[config.mk]
export PLATFORM = sky130hd
export DESIGN_NAME = cook_run_ctrl
export DESIGN_NICKNAME = d
export VERILOG_FILES = /design/src/rtl/cook_pkg.sv /design/src/rtl/cook_run_ctrl_req_edge_det.sv /design/src/rtl/cook_run_ctrl.sv
export SDC_FILE = /design/constraint.sdc
export NUM_CORES = 1
export LEC_CHECK = 0
export CORE_ASPECT_RATIO = 1.5
export CORE_MARGIN = 2
export CORE_UTILIZATION = 45
export CTS_CLUSTER_DIAMETER = 50
export DETAILED_ROUTE_END_ITERATION = 8
export GPL_ROUTABILITY_DRIVEN = 0
export HOLD_SLACK_MARGIN = 0.05
export PLACE_DENSITY = 0.73
export SYNTH_ARGS = -nofsm -noshare
export SYNTH_HDL_FRONTEND = slang
export SYNTH_SLANG_ARGS = --single-unit
[constraint.sdc]
create_clock -name clk -period 1.89 [get_ports clk]
set_input_delay 0.378 -clock clk [delete_from_list [all_inputs] [get_ports clk]]
set_output_delay 0.378 -clock clk [all_outputs]
set_load 0.02 [all_outputs]
[src/rtl/cook_pkg.sv]
// Shared cook-cycle definitions: the state encoding used by the run controller,
// the countdown timer and the display blocks.
package cook_pkg;

  localparam int STATE_W = 2;

  typedef enum logic [STATE_W-1:0] {
    ST_IDLE  = 2'b00,
    ST_RUN   = 2'b01,
    ST_PAUSE = 2'b10,
    ST_DONE  = 2'b11
  } cook_state_t;

endpackage

[src/rtl/cook_run_ctrl_req_edge_det.sv]
// Rising-edge detector over a bus of level requests. any_rise is high when at
// least one bit went 0->1 since the previous clock; simultaneous edges merge.
module req_edge_det #(
  parameter int W = 1
) (
  input  logic         clk,
  input  logic         rst,
  input  logic [W-1:0] level,
  output logic         any_rise
);

  logic [W-1:0] prev_q;

  // History register; reset loads the live level so a request held through
  // reset never looks like a fresh press.
  always_ff @(posedge clk) begin
    // NOTE: state registers use non-blocking assignments so every flop samples
    // pre-edge values regardless of block ordering.
    if (rst) prev_q <= level;
    else     prev_q <= level;
  end

  assign any_rise = |(level & ~prev_q);

endmodule

[src/rtl/cook_run_ctrl.sv]
// Run/pause/cancel controller for the microwave cook cycle.
// Optional build macro COOK_DOOR_GATE_EN: when defined, heat is additionally
// gated combinationally by door_open so the magnetron stops in the same cycle
// the door opens; otherwise heat is purely registered.
module cook_run_ctrl
  import cook_pkg::*;
#(
  parameter int NUM_SRC     = 2,
  parameter int DONE_CYCLES = 300
) (
  input  logic               clk,
  input  logic               rst,
  input  logic [NUM_SRC-1:0] req_toggle,
  input  logic               req_cancel,
  input  logic               door_open,
  input  logic               timer_zero,
  input  logic               timer_end,
  output logic               heat,
  output logic               idle,
  output logic               paused,
  output logic               done,
  output logic               clr_time,
  output logic [STATE_W-1:0] state
);

  localparam int DONE_W = $clog2(DONE_CYCLES + 1);
  localparam logic [DONE_W-1:0] DONE_LAST = DONE_W'(DONE_CYCLES - 1);

  logic tog_ev, can_ev, door_rise;

  cook_state_t       state_q, state_d;
  logic [DONE_W-1:0] cnt_q, cnt_d;
  logic              clr_d;
  logic              heat_q, idle_q, paused_q, done_q, clr_q;

  req_edge_det #(.W(NUM_SRC)) u_tog_edge (
    .clk(clk), .rst(rst), .level(req_toggle), .any_rise(tog_ev)
  );

  req_edge_det #(.W(1)) u_can_edge (
    .clk(clk), .rst(rst), .level(req_cancel), .any_rise(can_ev)
  );

  // Door edge is only used to acknowledge DONE; level door_open drives the rest.
  req_edge_det #(.W(1)) u_door_edge (
    .clk(clk), .rst(rst), .level(door_open), .any_rise(door_rise)
  );

  // Next-state, done-hold counter and clear-pulse decode, in priority order
  // timer_end > door_open > cancel > toggle.
  always_comb begin
    // NOTE: every signal gets a default before the case so no path leaves it
    // unassigned, which would otherwise infer a latch.
    state_d = state_q;
    cnt_d   = '0;
    clr_d   = 1'b0;
    unique case (state_q)
      ST_IDLE: begin
        if (can_ev) clr_d = 1'b1;
        else if (tog_ev && !door_open && !timer_zero) state_d = ST_RUN;
      end
      ST_RUN: begin
        if (timer_end)      state_d = ST_DONE;
        else if (door_open) state_d = ST_PAUSE;
        else if (can_ev) begin
          state_d = ST_IDLE;
          clr_d   = 1'b1;
        end
        else if (tog_ev)    state_d = ST_PAUSE;
      end
      ST_PAUSE: begin
        if (timer_end) state_d = ST_DONE;
        else if (can_ev) begin
          state_d = ST_IDLE;
          clr_d   = 1'b1;
        end
        else if (tog_ev && !door_open) state_d = ST_RUN;
      end
      ST_DONE: begin
        // Timer is already zero here, so acknowledging needs no clear pulse.
        if (tog_ev || can_ev || door_rise || cnt_q == DONE_LAST) state_d = ST_IDLE;
        else cnt_d = cnt_q + 1'b1;
      end
      default: state_d = ST_IDLE;
    endcase
  end

  // State, counter and registered output decodes of the next state.
  always_ff @(posedge clk) begin
    if (rst) begin
      state_q  <= ST_IDLE;
      cnt_q    <= '0;
      heat_q   <= 1'b0;
      idle_q   <= 1'b1;
      paused_q <= 1'b0;
      done_q   <= 1'b0;
      clr_q    <= 1'b0;
    end else begin
      state_q  <= state_d;
      cnt_q    <= cnt_d;
      heat_q   <= (state_d == ST_RUN);
      idle_q   <= (state_d == ST_IDLE);
      paused_q <= (state_d == ST_PAUSE);
      done_q   <= (state_d == ST_DONE);
      clr_q    <= clr_d;
    end
  end

`ifdef COOK_DOOR_GATE_EN
  assign heat = heat_q & ~door_open;
`else
  assign heat = heat_q;
`endif

  assign idle     = idle_q;
  assign paused   = paused_q;
  assign done     = done_q;
  assign clr_time = clr_q;
  assign state    = state_q;

endmodule
Yosys cells after proc, flatten, opt, wreduce, memory -nomap -nowiden:

Cells that the tools add are included.

* $add $sub $neg: 1
* equality and inequality tests: 7
* multiplexer cells: 16
* bitwise gates (word level): 7
* reduce and logical (&&, ||, !) cells: 11

Operators by type and width (count)
* 2-bit two-way mux: 10
* 9-bit by 1-bit adder with 9-bit output, second input constant: 1
* 9-bit == test, second input constant: 1
* 2-bit == test, second input constant: 4
* 2-bit one-hot mux with 4 select lines: 1
* 2-bit by 1-bit == test with 1-bit output, second input constant: 2
* 2-bit zero test: 2
* 1-bit two-way mux: 4
* 1-bit logical OR: 3
* 1-bit NOT: 3
* 1-bit one-hot mux with 3 select lines: 1
* 3-bit OR reduction: 1
* 1-bit AND: 2
* 2-bit AND: 1
* 1-bit logical AND: 2
* 1-bit zero test: 2
* 2-bit NOT: 1
* 2-bit OR reduction: 1

* bits in registers: 20
* output and inout port bits: 7
* logic and storage cells: 52

Logic depth before layout (Yosys ltp):

Gate-level depths: netlist of the first run.

* depth after elaboration: 9
* gate-level depth with buffers: 7

By module:

A second synthesis of the first run with hierarchy kept.

* cells, all modules: 88
* area, all modules: 857.1 µm²

Modules (own cells, without submodules)
* cook_run_ctrl: instances 1, cells each 79, area an instance 729.4 µm²
* req_edge_det at u_can_edge ...: instances 2, cells each 2, area an instance 33.8 µm²
* req_edge_det at u_tog_edge: instances 1, cells each 5, area an instance 60.1 µm²

Least setup slack after synthesis of the first run:

OpenSTA, ideal clock, no wires.

* kind: register to register
* start: register cnt_q[6]
* end: register cnt_q[5]
* data arrival time: 1.740 ns
* required time: 1.775 ns
* setup slack: 0.035 ns
* stages on the path, launching flop included: 7
* cell sequence: dfxtp_1 > or4b_1 > or4b_1 > nand4_2 > or2_1 > buf_6 > nor2_1

* word-level cells in the longest chain between the ends: 3

RTL lines
* start: declaration: line cook_run_ctrl.sv:32 `logic [DONE_W-1:0] cnt_q, cnt_d;`
* start signal: assignment: line cook_run_ctrl.sv:100 `cnt_q <= cnt_d;`
* 9-bit == test: line cook_run_ctrl.sv:81 `if (tog_ev || can_ev || door_rise || cnt_q == DONE_LAST) state_d = ST_IDLE;`
* 1-bit logical OR: line cook_run_ctrl.sv:81
* 3-bit OR reduction (no line)

No other way between the ends.
A chain may end at the register's enable or synchronous reset.

Worst setup path in the final report of the first run:

* start: register cnt_q[2]
* end: register cnt_q[3]

* word-level cells in the longest chain between the ends: 3
* elaborated cells between the ends (all ways): 4
* those cells by class: add/sub (1); eq/ne (1); reduce/logical (2)

RTL lines
* parallel branches: the longest is 3 deep, another holds 9-bit by 1-bit adder with 9-bit output

Several ways; the timed one is not identified.

==> results.py, run 1 <==
metrics = {
    "finish": {
        "syn2layout_area_growth_pct": 39.60,
        "drive_above_1_share_pct": 26.72,
        "layout_commonest_cell": "buf_4",
        "nets": 141,
        "fin_area_sq_mm": 0.001235,
        "fin_util_pct": 66.60,
        "diodes": 0,
        "final_cell_mix": "buf_4 (17), dfxtp_1 (16), nor2_1 (15)",
        "fill_cells": 177,
    },
    "synthesis": {
        "netlist_instances": 98,
        "ys_ff_latch": 20,
        "synth_seq_area_share_pct": 45.26,
        "ys_types": 34,
        "synth.avg_cell_area_sq_um": 9.027,
        "ys.flop_type": "dfxtp_1",
        "async_reset_ff_share_pct": 0,
        "synth-warning-count": 0,
        "synth_nets": 107,
        "synth_area_sq_um": 884.6,
        "synth-edff-count": 0,
    },
    "timing": {
        "rsz0062_at_grt": "yes",
        "finalSetupViolations": 0,
        "finalMaxSlewViolations": 0,
        "setup_tns_ns": 0,
        "holdWs_ns": 0.4796,
        "min_period_over_period_pct": 97.61,
        "fmaxAchievable_mhz": 542.1,
        "maxSlewHeadroom_pct": 75.07,
        "finalCriticalPeriod_ns": 1.845,
        "worst_pin_slew_ns": 0.3645,
        "finalHoldViolCount": 0,
        "skew_ns": 0.006602,
    },
    "global_route": {
        "grt_antenna_before_repair": 0,
        "grt_first_pass_wirelength_um": 3194,
        "grt_max_degree": 13,
        "grt.busiest_layer": "met2",
        "met2_usage_pct": 37.33,
        "grtUsageMet3_pct": 2.264,
        "overflow": 0,
        "met1_usage_pct": 19.22,
        "grt_pass1_vias": 795,
        "grt_usage_pct": 19.10,
    },
    "power_and_ir_drop": {
        "power_frac_seq_pct": 47.7,
        "p_sw_share_pct": 22.84,
        "intPower_mw": 0.7298,
        "powerDensity_mw_per_mm2": 765.9,
        "p_clk_share_pct": 36.7,
        "peakVddDrop_uv": 624.0,
        "p_leak_nw": 0.4793,
        "switchingPower_mw": 0.2160,
        "power.share.combinational_pct": 15.7,
    },
    "die": {
        "coreArea_sq_mm": 0.001854,
        "start_util_pct": 47.71,
        "rows": 19,
        "fp.dieH_um": 58.30,
        "io_pins": 15,
        "die_x_um": 40.20,
        "dieArea_sq_mm": 0.002344,
    },
    "drt": {
        "wirelength_um": 2020,
        "drt_pass1_iterations": 4,
        "vias": 808,
        "wire_per_inst_um": 13.29,
        "ant_nets": 0,
        "drtIter0Drc": 16,
        "drc": 0,
        "vias_per_cell": 5.316,
    },
    "clock_tree": {
        "cts_tree": "yes",
        "cts_buffer_depth": 2,
        "clock_sinks": 20,
        "root_buffer": "clkbuf_4",
        "hold_buffers": 0,
        "clk_pin_slew_ns": 0.12,
        "htree_levels": 1,
        "clk_latency_ns": 0.30,
        "cts_buffers": 3,
    },
    "critical_path": {
        "crit_path_end_kind": "flip-flop",
        "critPathLaunchType": "flip-flop",
        "cp.required_ns": 2.10,
        "r2r_cells": 6,
        "path_max_fanout": 5,
        "crit_type": "flip-flop to flip-flop",
        "crit_arrival_ns": 2.05,
    },
    "hold_path": {
        "min_path_cells": 1,
        "hp-class": "flip-flop to flip-flop",
    },
    "placed_design": {
        "io_buffers": 14,
        "placed_area_sq_mm": 0.001160,
        "hpwl_um": 1473,
    },
    "run_status": {
        "outcome": "completed",
    },
    "flow_run": {
        "cap_violations": 0,
    },
}
## state kept, by name (all words and copies together) (netlist names)
| register | cells |
|---|---|
| cnt_q | 9 |
| done | 1 |
| u_door_edge.prev_q | 1 |
| u_tog_edge.prev_q | 2 |
| u_can_edge.prev_q | 1 |
| heat | 1 |
| paused | 1 |
| clr_time | 1 |
| idle | 1 |
| state | 2 |
## Yosys cell counts (2+ instances only)
| cell type | count | area share, % |
|---|---|---|
| nand2_1 | 4 | 1.7 |
| inv_1 | 4 | 1.7 |
| xnor2_1 | 4 | 4.0 |
| nand2b_1 | 3 | 2.1 |
| or4b_1 | 2 | 2.3 |
| nor2_1 | 15 | 6.4 |
| buf_4 | 2 | 1.7 |
| dfxtp_1 | 20 | 45 |
| o21ai_0 | 3 | 1.7 |
| and2b_1 | 2 | 1.7 |
| nand3_1 | 5 | 2.8 |
| xor2_1 | 3 | 3.0 |
| a21oi_1 | 7 | 4.0 |
| nor3_1 | 4 | 2.3 |
## stage by stage
step,setup slack (ns),instances,power (mW)
floorplan,0.03506,98,0.5298
global placement,-0.1055,148,0.5957
detailed placement,-0.1506,148,0.5989
CTS,0.01357,152,0.9400
global route,-0.03096,152,0.9755
finish,0.04520,152,0.9458
## cells by family (layout without fill, tap and decap cells)
logic type	count (synthesis)	after routing	synth area share, %
DFF	20	20	45.26
and+or+nand+nor	44	44	27.02
xor gates and xnor gates	7	7	6.931
AOI/OAI and AO/OA	19	19	14.71
buffers and inverters	7	40	4.667
adders and majority gates	1	1	1.414
## timing repair
action	in CTS	in global routing
resized for setup	5	4
endpoints found under the setup margin	11	13
pin swaps	4	2
buffers inserted	0	0
## per-layer routing
layer | routed length, um | share of wire (%)
met5 | 0 | 0
met4 | 14 | 0.69
met3 | 72 | 3.6
met2 | 1138 | 56
met1 | 794 | 39
## cell type report
cell class / instances / area, sq um / area share [%]
clock buffer: 3 / 22.52 / 1.824
clock inverter: 1 / 30.03 / 2.432
inverter: 4 / 15.01 / 1.216
multi-input combinational: 71 / 456.7 / 36.98
sequential: 20 / 405.4 / 32.83
tap: 21 / 26.28 / 2.128
timing repair buffer: 32 / 279.0 / 22.59
## worst paths after layout
kind / from / end / slack [ns]
worst max-delay path: cnt_q[2] / cnt_q[3] / 0.05
worst min-delay path: cnt_q[0] / cnt_q[0] / 0.48
worst max register to register: cnt_q[2] / cnt_q[3] / 0.05
worst min register to register: cnt_q[0] / cnt_q[0] / 0.48
## power by group through the flow
stage | Clock (mW) | Combinational, mW | Sequential [mW]
3_3_place_gp | 0 | 0.137 | 0.459
3_5_place_dp | 0 | 0.140 | 0.459
2_1_floorplan | 0 | 0.0622 | 0.468
4_1_cts | 0.348 | 0.143 | 0.450
6_report | 0.347 | 0.148 | 0.451
5_1_grt | 0.363 | 0.160 | 0.453
## critical path: stages, from the launching register on
cell and delay, ns:
dfxtp_2 0.34, or4b_1 0.51, or4b_1 0.49, nand4_2 0.10, or2_1 0.13, buf_4 0.14, nor2_1 0.04
(Power assumes the default switching activity.)
==> inputs of run 2 (changes only) <==
CORE_MARGIN = default   (was 2)
CORE_UTILIZATION = 25   (was 45)
PLACE_DENSITY = 0.46   (was 0.73)
==> run 2 against run 1 <==
- worst hold slack better by 0.048 ns
- via count is 0.50% higher
- sequential share of layout area shrank 1.9 points
- design area rose by 5.6%
- clock-buffer cell count stayed put
- die area up 62%
- setup slack got worse by 0.021 ns
- global-route usage shrank 7.6 points
- cell count rose by 14%
- sequential power decreased by 1%
- total power is 8.7% higher
==> results.py, run 2 (synthesized netlist as in run 1, its figures left out) <==
metrics = {
    "critical_path": {
        "crit_path_end_kind": "flip-flop",
        "cp.required_ns": 2.08,
        "critPathLaunchType": "flip-flop",
        "crit_arrival_ns": 2.05,
        "crit_type": "flip-flop to flip-flop",
        "ff2ff_setup_slack_ns": 0.02,
        "path_max_fanout": 4,
    },
    "power_and_ir_drop": {
        "p_leak_nw": 0.4998,
        "total_power_mw": 1.028,
        "powerDensity_mw_per_mm2": 788.9,
        "peakVddDrop_uv": 561.0,
    },
    "finish": {
        "nets": 141,
        "largest_reg_flops": 9,
        "regMostFlops": "cnt_q",
        "drive_above_1_share_pct": 27.48,
        "fin_util_pct": 38.54,
        "layout_commonest_cell": "dfxtp_1",
        "final_cell_mix": "dfxtp_1 (18), buf_4 (16), nor2_1 (15)",
        "diodes": 0,
        "fill_cells": 363,
        "syn2layout_area_growth_pct": 47.38,
        "fin_area_sq_mm": 0.001304,
    },
    "timing": {
        "worst_pin_slew_ns": 0.3479,
        "finalMaxSlewViolations": 0,
        "min_period_over_period_pct": 98.71,
        "finalCriticalPeriod_ns": 1.866,
        "skew_ns": 0.003158,
        "fmaxAchievable_mhz": 536.0,
        "rsz0062_at_grt": "yes",
        "finalHoldViolCount": 0,
        "maxSlewHeadroom_pct": 76.51,
        "setup_tns_ns": 0,
        "finalSetupViolations": 0,
    },
    "drt": {
        "drc": 0,
        "drtIter0Drc": 22,
        "ant_nets": 0,
        "wire_per_inst_um": 11.51,
        "wirelength_um": 1992,
        "vias": 812,
        "vias_per_cell": 4.694,
        "drt_pass1_iterations": 4,
    },
    "global_route": {
        "overflow": 0,
        "grt_pass1_vias": 794,
        "grt_max_degree": 13,
        "grt_usage_pct": 11.49,
        "grt_antenna_before_repair": 0,
        "grt_first_pass_wirelength_um": 3222,
    },
    "die": {
        "dieArea_sq_mm": 0.003785,
        "coreArea_sq_mm": 0.003383,
        "io_pins": 15,
        "die_x_um": 50.57,
        "start_util_pct": 26.15,
        "fp.dieH_um": 74.85,
        "rows": 26,
    },
    "clock_tree": {
        "clock_sinks": 20,
        "cts_tree": "yes",
        "clk_latency_ns": 0.26,
        "clk_pin_slew_ns": 0.07,
        "htree_levels": 1,
        "root_buffer": "clkbuf_8",
        "cts_buffer_depth": 2,
        "cts_buffers": 3,
    },
    "placed_design": {
        "placed_area_sq_mm": 0.001191,
        "hpwl_um": 1493,
        "io_buffers": 14,
    },
    "run_status": {
        "outcome": "completed",
    },
    "hold_path": {
        "hp-class": "flip-flop to flip-flop",
    },
    "flow_run": {
        "cap_violations": 0,
    },
}
-- run 2: path summary, 6_finish.rpt --
path | startpoint | endpoint | cells after the start
worst max-delay path | cnt_q[2] | heat | 6
worst min-delay path | cnt_q[8] | cnt_q[8] | 2
worst max register to register | cnt_q[2] | heat | 6
worst min register to register | cnt_q[8] | cnt_q[8] | 2
-- run 2: cell type report --
type	instances	area, sq um	share of cell area [%]
clock buffers	3	41.29	3.167
inverters	4	15.01	1.152
well taps	42	52.55	4.031
flip-flops and latches	20	402.9	30.90
multi-input cells	71	470.5	36.08
repair buffers	32	291.5	22.36
clock inverters	1	30.03	2.303
-- run 2: what timing repair did --
item	4_1_cts	5_1_grt
resized for setup	2	9
buffers inserted	0	1
pin swaps	2	5
hold buffers	0	0
endpoints found under the hold margin	0	0
endpoints found under the setup margin	10	14
-- run 2: critical path, stage by stage (launching register included) --
cell     delay, ns
dfxtp_2       0.32
or4b_1        0.52
or4b_1        0.53
nand4_2       0.10
buf_6         0.12
a21oi_2       0.05
nor3_2        0.16
-- run 2: per-stage QoR --
step,setup WS (ns),hold WS (ns),instances
floorplan,0.03506,0.4057,98
global placement,-0.1568,0.4988,168
detailed placement,-0.2320,0.5151,168
CTS,0.01673,0.5312,172
global route,-0.02649,0.5560,173
finish,0.02438,0.5277,173
-- run 2: power breakdown --
part | leakage, nW | internal, mW | total [mW] | switching, mW
Clock | 0.0357 | 0.283 | 0.428 | 0.145
Sequential | 0.164 | 0.437 | 0.445 | 0.00855
Combinational | 0.300 | 0.0796 | 0.155 | 0.0754
-- run 2: per-layer routing --
metal | up-vias | part of all wire, % | GRT usage [%] | wire, um
li1 | 406 | - | - | -
met5 | - | 0 | 0 | 0
met1 | 378 | 40 | 11.00 | 794
met2 | 23 | 54 | 21.63 | 1084
met3 | 5 | 3.3 | 2.626 | 65
met4 | 0 | 2.4 | 7.716 | 48
